$ cat config.mk
export PLATFORM = sky130hd
export DESIGN_NAME = uart_rx_fifo
export DESIGN_NICKNAME = d
export VERILOG_FILES = /design/src/rtl/uart_rx_pkg.sv /design/src/rtl/uart_rx_fifo_ram.sv /design/src/rtl/uart_rx_fifo.sv
export SDC_FILE = /design/constraint.sdc
export NUM_CORES = 1
export LEC_CHECK = 0
export CORE_ASPECT_RATIO = 1.4
export CORE_MARGIN = 1.5
export CORE_UTILIZATION = 63
export DETAILED_ROUTE_END_ITERATION = 7
export GPL_TIMING_DRIVEN = 1
export PLACE_DENSITY = 0.85
export SLEW_MARGIN = 40
export SYNTH_ARGS = -nofsm -noshare
export SYNTH_HDL_FRONTEND = slang
export SYNTH_SLANG_ARGS = --single-unit
$ cat constraint.sdc
create_clock -name clk -period 6.9 [get_ports clk]
set_clock_uncertainty 0.15 [all_clocks]
set_input_delay 1.035 -clock clk [delete_from_list [all_inputs] [get_ports clk]]
set_output_delay 1.035 -clock clk [all_outputs]
set_load 0.01 [all_outputs]
$ cat src/rtl/uart_rx_pkg.sv
// Package: uart_rx_pkg
// Shared types and constants for the UART receive FIFO.
//   rx_entry_t        one FIFO entry {fErr, pErr, dat[7:0]}
//   RX_ENTRY_W        packed width of rx_entry_t (10)
//   TIMEOUT_TICKS_DEF default idle length in brTick8x ticks
//                     (4 characters x 10 bits x 8 ticks per bit)
package uart_rx_pkg;

    localparam int RX_ENTRY_W        = 10;
    localparam int TIMEOUT_TICKS_DEF = 320;

    typedef struct packed {
        logic       fErr;
        logic       pErr;
        logic [7:0] dat;
    } rx_entry_t;

endpackage

$ cat src/rtl/uart_rx_fifo_ram.sv
// Module: rx_fifo_ram
// DEPTH x rx_entry_t storage for the receive FIFO.
//   clk      system clock
//   we_i     write enable
//   waddr_i  write index
//   wdata_i  entry to store
//   raddr_i  asynchronous read index
//   rdata_o  entry at raddr_i (combinational)
// Storage is not reset; the control logic never exposes an unwritten slot.
module rx_fifo_ram
    import uart_rx_pkg::*;
#(
    parameter int DEPTH = 8,
    parameter int AW    = $clog2(DEPTH)
) (
    input  logic          clk,
    input  logic          we_i,
    input  logic [AW-1:0] waddr_i,
    input  rx_entry_t     wdata_i,
    input  logic [AW-1:0] raddr_i,
    output rx_entry_t     rdata_o
);

    rx_entry_t mem_q [DEPTH];

    always_ff @(posedge clk) begin
        if (we_i) mem_q[waddr_i] <= wdata_i;
    end

    assign rdata_o = mem_q[raddr_i];

endmodule

$ cat src/rtl/uart_rx_fifo.sv
// Module: uart_rx_fifo
// Receive buffer behind the UART receive core. Each byte strobed in with
// moveDatEn is stored with its parity/framing error bits; the head entry is
// presented show-ahead on rdDat/rdPErr/rdFErr and popped with rdEn.
// Sticky status: overrun (byte dropped while full), pErrSt, fErrSt.
// irq = level (rxThresh != 0 && count >= rxThresh) | overrun | timeout.
// Optional feature macro: UART_RX_TIMEOUT_EN enables the character timeout
// (idle counter on brTick8x while not empty). Without it timeout is tied 0
// and brTick8x is unused.
// Ports:
//   clk, arst (async, active-high)
//   moveDatEn, dat[7:0], setPErr, setFErr   write side from the receiver
//   brTick8x                                8x baud tick (timeout only)
//   rdEn, clrErr, rxThresh[AW:0]            bus side controls
//   rdDat, rdPErr, rdFErr                   head entry (zero when empty)
//   empty, full, count[AW:0]                fill status
//   overrun, pErrSt, fErrSt, timeout, irq   status / interrupt
// All outputs are registered except irq.
module uart_rx_fifo
    import uart_rx_pkg::*;
#(
    parameter  int DEPTH         = 8,
    parameter  int TIMEOUT_TICKS = TIMEOUT_TICKS_DEF,
    localparam int AW            = $clog2(DEPTH)
) (
    input  logic        clk,
    input  logic        arst,
    input  logic        moveDatEn,
    input  logic [7:0]  dat,
    input  logic        setPErr,
    input  logic        setFErr,
    input  logic        brTick8x,
    input  logic        rdEn,
    input  logic        clrErr,
    input  logic [AW:0] rxThresh,
    output logic [7:0]  rdDat,
    output logic        rdPErr,
    output logic        rdFErr,
    output logic        empty,
    output logic        full,
    output logic [AW:0] count,
    output logic        overrun,
    output logic        pErrSt,
    output logic        fErrSt,
    output logic        timeout,
    output logic        irq
);

    logic [AW-1:0] wrPtr_q, wrPtr_d, rdPtr_q, rdPtr_d;
    logic [AW:0]   count_q, count_d;
    logic          empty_q, empty_d, full_q, full_d;
    logic          overrun_q, overrun_d, pErr_q, pErr_d, fErr_q, fErr_d;
    rx_entry_t     head_q, head_d, wr_entry, ram_rdata;
    logic          push, pop, drop;

    // Read port looks at the next-cycle head so the head can be registered.
    rx_fifo_ram #(.DEPTH(DEPTH), .AW(AW)) u_ram (
        .clk     (clk),
        .we_i    (push),
        .waddr_i (wrPtr_q),
        .wdata_i (wr_entry),
        .raddr_i (rdPtr_d),
        .rdata_o (ram_rdata)
    );

    always_comb begin
        wr_entry = '{fErr: setFErr, pErr: setPErr, dat: dat};
        pop      = rdEn && !empty_q;
        // When full, a simultaneous pop frees the slot being written.
        push     = moveDatEn && (!full_q || rdEn);
        drop     = moveDatEn && full_q && !rdEn;

        wrPtr_d  = push ? wrPtr_q + AW'(1) : wrPtr_q;
        rdPtr_d  = pop  ? rdPtr_q + AW'(1) : rdPtr_q;
        count_d  = count_q + {{AW{1'b0}}, push} - {{AW{1'b0}}, pop};
        empty_d  = (count_d == '0);
        full_d   = (count_d == (AW+1)'(DEPTH));

        // The only way the new head is the slot being written this cycle is
        // a push that leaves exactly one entry; the RAM has not stored it yet.
        if (empty_d)                          head_d = '0;
        else if (push && rdPtr_d == wrPtr_q)  head_d = wr_entry;
        else                                  head_d = ram_rdata;

        // Set events win over clrErr.
        overrun_d = drop | (overrun_q & ~clrErr);
        pErr_d    = (push & setPErr) | (pErr_q & ~clrErr);
        fErr_d    = (push & setFErr) | (fErr_q & ~clrErr);
    end

    always_ff @(posedge clk or posedge arst) begin
        if (arst) begin
            wrPtr_q   <= '0;
            rdPtr_q   <= '0;
            count_q   <= '0;
            empty_q   <= 1'b1;
            full_q    <= 1'b0;
            head_q    <= '0;
            overrun_q <= 1'b0;
            pErr_q    <= 1'b0;
            fErr_q    <= 1'b0;
        end else begin
            wrPtr_q   <= wrPtr_d;
            rdPtr_q   <= rdPtr_d;
            count_q   <= count_d;
            empty_q   <= empty_d;
            full_q    <= full_d;
            head_q    <= head_d;
            overrun_q <= overrun_d;
            pErr_q    <= pErr_d;
            fErr_q    <= fErr_d;
        end
    end

`ifdef UART_RX_TIMEOUT_EN
    localparam int            TW   = $clog2(TIMEOUT_TICKS + 1);
    localparam logic [TW-1:0] TMAX = TW'(TIMEOUT_TICKS);

    logic [TW-1:0] idle_q, idle_d;
    logic          to_q, to_d, to_set;

    always_comb begin
        idle_d = idle_q;
        to_set = 1'b0;
        if (empty_q || push || pop) begin
            idle_d = '0;
        end else if (brTick8x && idle_q != TMAX) begin
            idle_d = idle_q + TW'(1);
            // Fire only on the tick that reaches the limit; while the counter
            // holds, clrErr can clear the flag without it re-asserting.
            to_set = (idle_d == TMAX);
        end
        to_d = to_set | (to_q & ~(push | pop | clrErr));
    end

    always_ff @(posedge clk or posedge arst) begin
        if (arst) begin
            idle_q <= '0;
            to_q   <= 1'b0;
        end else begin
            idle_q <= idle_d;
            to_q   <= to_d;
        end
    end

    assign timeout = to_q;
`else
    logic unused_brtick;
    assign unused_brtick = brTick8x;
    assign timeout       = 1'b0;
`endif

    assign rdDat   = head_q.dat;
    assign rdPErr  = head_q.pErr;
    assign rdFErr  = head_q.fErr;
    assign empty   = empty_q;
    assign full    = full_q;
    assign count   = count_q;
    assign overrun = overrun_q;
    assign pErrSt  = pErr_q;
    assign fErrSt  = fErr_q;
    assign irq     = ((rxThresh != '0) && (count_q >= rxThresh)) | overrun_q | timeout;

endmodule

== After elaboration in Yosys (flattened, before gate mapping) ==
Memories as Yosys holds them, arrays and structs flattened.
Cells that the tools add are included.
Word-level totals
  output and inout bits: 21
  RAM bits: 80
  bits in registers: 25
  memories kept: 1
  latch bits: 0
  logic and storage cells: 46
  bits of input ports: 20
  bits in read-only memories: 0
Memories
  u_ram.mem_q: depth 8, bits a word 10, read ports 1, clocked after Yosys merged registers in 0, write ports 1, RTL line uart_rx_fifo_ram.sv:24  | rx_entry_t mem_q [DEPTH];
Operators by class
  add/subtract/negate cells: 4
  shift operators: 0
  magnitude comparators: 1
  mux-type cells: 5
  eq/ne operators: 2
  multipliers: 0
  divide/modulo/power cells: 0
  bitwise gates (word level): 10
  reduce and logical (&&, ||, !) cells: 12
Operator list (number)
  2-to-1 mux 10 bit: 2
  adder 3 x 1 -> 3 bit, second input constant: 2
  logical AND 1 bit: 6
  bitwise AND 1 bit: 5
  adder 4 x 1 -> 4 bit: 1
  == test 4 bit, second input constant: 1
  greater-or-equal comparator 4 bit: 1
  zero test 4 bit: 1
  bitwise OR 1 bit: 4
  nonzero test 4 bit: 1
  subtractor 4 x 1 -> 4 bit: 1
  == test 3 bit: 1
  zero test 1 bit: 3
  2-to-1 mux 3 bit: 1
  2-to-1 mux 1 bit: 2
  logical OR 1 bit: 1
  NOT 1 bit: 1

== Logic depth before layout (Yosys ltp) ==
  word-level depth: 7
  depth in mapped cells: 13
  depth with buffers taken out: 12

== Hierarchy ==
A second synthesis with hierarchy kept.
Second synthesis, totals
  cells, all modules: 260
  area, all modules: 4489.3 µm²
By module, submodules not included
  rx_fifo_ram: cells an instance 128, times used 1, area an instance 3133.0 µm², sequential area each 2402.3 µm²
  uart_rx_fifo: cells an instance 132, times used 1, area an instance 1356.3 µm², sequential area each 626.9 µm²

== Worst setup path after synthesis ==
Ideal clock, no wire load.
  path kind: input to register
  from: in rdEn
  to: reg head_q (netlist bit rdPErr)
  path slack: 2.994 ns
  data required time: 6.628 ns
  library setup time: 0.122 ns
  arrival: 3.634 ns
  buffers on the path: 1
  stages: 13
  cell sequence: nand2b_1 > and2_1 > clkbuf_1 > clkinv_1 > ha_1 > inv_1 > ha_1 > inv_1 > fa_1 > inv_1 > nor3_1 > a32oi_2 > a32o_1
RTL lines
  from (decl): RTL line uart_rx_fifo.sv:33  | input logic rdEn,
  to (signal assigned): RTL line uart_rx_fifo.sv:98  | head_q <= '0;
  to (signal assigned): RTL line uart_rx_fifo.sv:108  | head_q <= head_d;
  to (decl): RTL line uart_rx_fifo.sv:53  | rx_entry_t head_q, head_d, wr_entry, ram_rdata;

==> results.md <==
- R2R Setup Slk: 2.98 ns
- Final setup fails: 0
- Clock Tree Root: clkbuf_8
- DP Area: 5620 um^2
- Number of global-route vias before repair: 3764
- Core footprint: 7850 um^2
- Crit path launch type: primary input
- Post-synth top area share: 46.6%
- Initial detailed-routing violation count: 419
- Post-cts repair resize count: 0
- CP endpoint kind: flop
- Avg Vias per Cell: 6.73
- Reg power frac: 34.3%
- Syn Nets: 472
- Residual DRC: 0
- Cell Rows: 38
- Boundary Pins: 41
- NetSw: 1.10 mW
- Setup WS pre-CTS: 1.80 ns
- Post-synth top area cell: edfxtp_1
- H-tree depth: 3
- Setup WS post-layout: 2.12 ns
- Power Total: 2.74 mW
- Reg2reg path depth: 12
- Top FF cell, synth: edfxtp_1
- Critical-path maximum fanout: 10
- RSZ-0062 raised after global routing: no
- Port Buffers: 38
- Final Hold Fails: 0
- Status: complete, no violations
- Layout cells sized above 1: 10.0%
- Max Cap Violations: 0
- Vias: 3821
- Clock Latency Late Sink: 0.38 ns
- CTS clk-pin slew, worst paths: 0.10 ns
- Sequential cell area fraction in the yosys report: 58.7%
- TritonCTS clock tree: yes
- Sw Ratio: 40.1%
- Yosys Warn Count: 0
- Drt total wl: 12200 um
- Synth cell types: 41
- Worst flop-to-flop path startpoint: empty$_DFF_PP1_
- Setup_tns: 0 ns
- Clock power share: 17.7%
- Initial Util: 65.8%
- Total congestion overflow: 0
- Gate power share: 47.9%
- Setup Fix Bufs, Post-CTS: 0
- Tot GR Track Use: 29.5%
- P&R area growth vs syn: 14.1%
- Max_slew headroom: 39.0%
- Routed length per instance: 21.5 um
- Ant. Diodes: 0
- Initial antenna violation count: 0
- Least-Margin Pin Slew: 0.916 ns
- FF+latch count, synth: 105
- Internal Power: 1.64 mW
- Worst hold stages: 1
- Final Instance Area: 5890 um^2
- Fin Hold WS: 0.377 ns
- Pin count of the biggest net entering global routing: 46
- Hold Crit Endpoint: pErrSt$_DFF_PP0_
- Clk buf depth: 2
- Power Density: 465 nW/um^2
- Hold_sp: pErrSt$_DFF_PP0_
- Clock sinks: 105
- Worst min path class: reg -> reg
- Synth area leaders: edfxtp_1 (47%), dfrtp_1 (12%), nand3_1 (3.9%)
- Global placement routability congestion: 0.776
- Max rail drop VDD: 0.333 mV
- FMAX: 0.209 GHz
- Count of pins over their slew limit: 0
- Pre-antenna DRT Iters: 7
- Die ar.: 8750 um^2
- Top-count cell post-synth: edfxtp_1
- Pleak: 2.08 nW
- Nets: 494
- Post-synth EDFFs: 80
- Dpl hpwl: 7300 um
- Min Tclk post-route: 4.78 ns
- Critical Path AT: 4.90 ns
- Die height: 110 um
- Post-Syn Area: 5160 um^2
- Final period util: 69.3%
- Avg Inst Size Synth: 11.7 um^2
- CP required: 7.01 ns
- DIE WIDTH: 79.5 um
- Post-route antenna net violation count: 0
- Gate Count Post-Synth: 441
- Top cells by count, synth: edfxtp_1 (80), nand3_1 (40), clkbuf_1 (28)
- Hold buffers post-CTS: 0
- First-pass GRT wire length: 18800 um
- Worst R2R End: rdDat[7]$_DFF_PP0_
- Worst Path Class, Setup: in -> reg
- Cts bufs inserted: 9
- FFs w/ async S/R, synth: 23.8%
[registers in the layout, indices dropped and copies added, names as in the netlist]
name / cells
full: 1
rdFErr: 1
rdPErr: 1
count: 4
pErrSt: 1
rdDat: 8
fErrSt: 1
overrun: 1
empty: 1
wrPtr_q: 3
u_ram.mem_q: 80
rdPtr_q: 3
[worst max-delay path: stages]
cell and delay, ns:
clkdlybuf4s50_1 0.58, nand2b_1 0.15, and2_1 0.25, clkinv_1 0.34, ha_1 0.40, inv_1 0.06, ha_1 0.16, inv_1 0.06
fa_1 0.47, inv_1 0.06, nor3_1 0.59, a32oi_2 0.38, a32o_2 0.35
[power by group through the flow]
stage | logic (mW) | registers, mW | clock network [mW]
2_1_floorplan | 0.932 | 0.905 | 0
3_3_place_gp | 1.23 | 0.946 | 0
3_5_place_dp | 1.29 | 0.952 | 0
4_1_cts | 1.30 | 0.937 | 0.488
5_1_grt | 1.42 | 0.955 | 0.514
6_report | 1.31 | 0.941 | 0.485
[final cells by class]
type / instances / area (um^2)
inverters: 20 / 75.1
multi-input cells: 277 / 1920
clock inverters: 7 / 141
clock buffers: 9 / 124
well taps: 100 / 125
fillers: 504 / 1960
repair buffers: 50 / 470
flip-flops and latches: 105 / 3030
[layout by cell type (no fill, tap or decap), types with 2 or more instances in the layout]
cell type / count
a22oi_1: 21
xnor2_2: 2
xnor2_1: 8
a21oi_1: 2
nand2_1: 27
a211oi_1: 20
o311ai_1: 3
clkbuf_8: 9
inv_2: 3
o311ai_0: 17
a21o_1: 3
and2_1: 3
nand3_1: 40
nand2b_1: 25
xor2_1: 3
ha_1: 10
nand4_1: 20
dfrtp_1: 23
nor3_1: 24
bufinv_16: 4
a22o_1: 3
nor2_2: 3
a32o_2: 4
nor2b_1: 21
inv_1: 16
buf_4: 12
a32o_1: 6
clkdlybuf4s50_1: 38
edfxtp_1: 80
[logic make-up after synthesis]
family / share of synthesized area (%)
and+or+nand+nor: 17.3
DFF: 58.7
AOI/OAI and AO/OA: 13.6
buffers and inverters: 4.70
xor gates and xnor gates: 2.35
adders and majority gates: 2.81
other: 0.0727
muxes: 0.436
[routing by layer]
layer	vias up	share of wire [%]	GRT usage (%)
li1	1721	-	-
met1	1855	36	34.2
met2	203	52	51.6
met3	42	8.5	5.68
met4	0	3.9	15.9
met5	-	0	0
[worst max path at each step]
stage	from	end	cells past startpoint
after floorplan	rdEn	rdPErr$_DFF_PP0_	13
after global placement	rdEn	rdPErr$_DFF_PP0_	13
after detailed placement	rdEn	rdDat[1]$_DFF_PP0_	13
after CTS	rdEn	rdDat[7]$_DFF_PP0_	13
after global routing	rdEn	rdPErr$_DFF_PP0_	13
final	rdEn	rdDat[7]$_DFF_PP0_	13
[stage by stage]
step	utilization (%)	instances
floorplan	-	441
global placement	71.3	551
detailed placement	71.6	552
CTS	75.0	568
global route	75.1	568
finish	75.1	568
No activity file was read; power rests on OpenSTA's default activity.
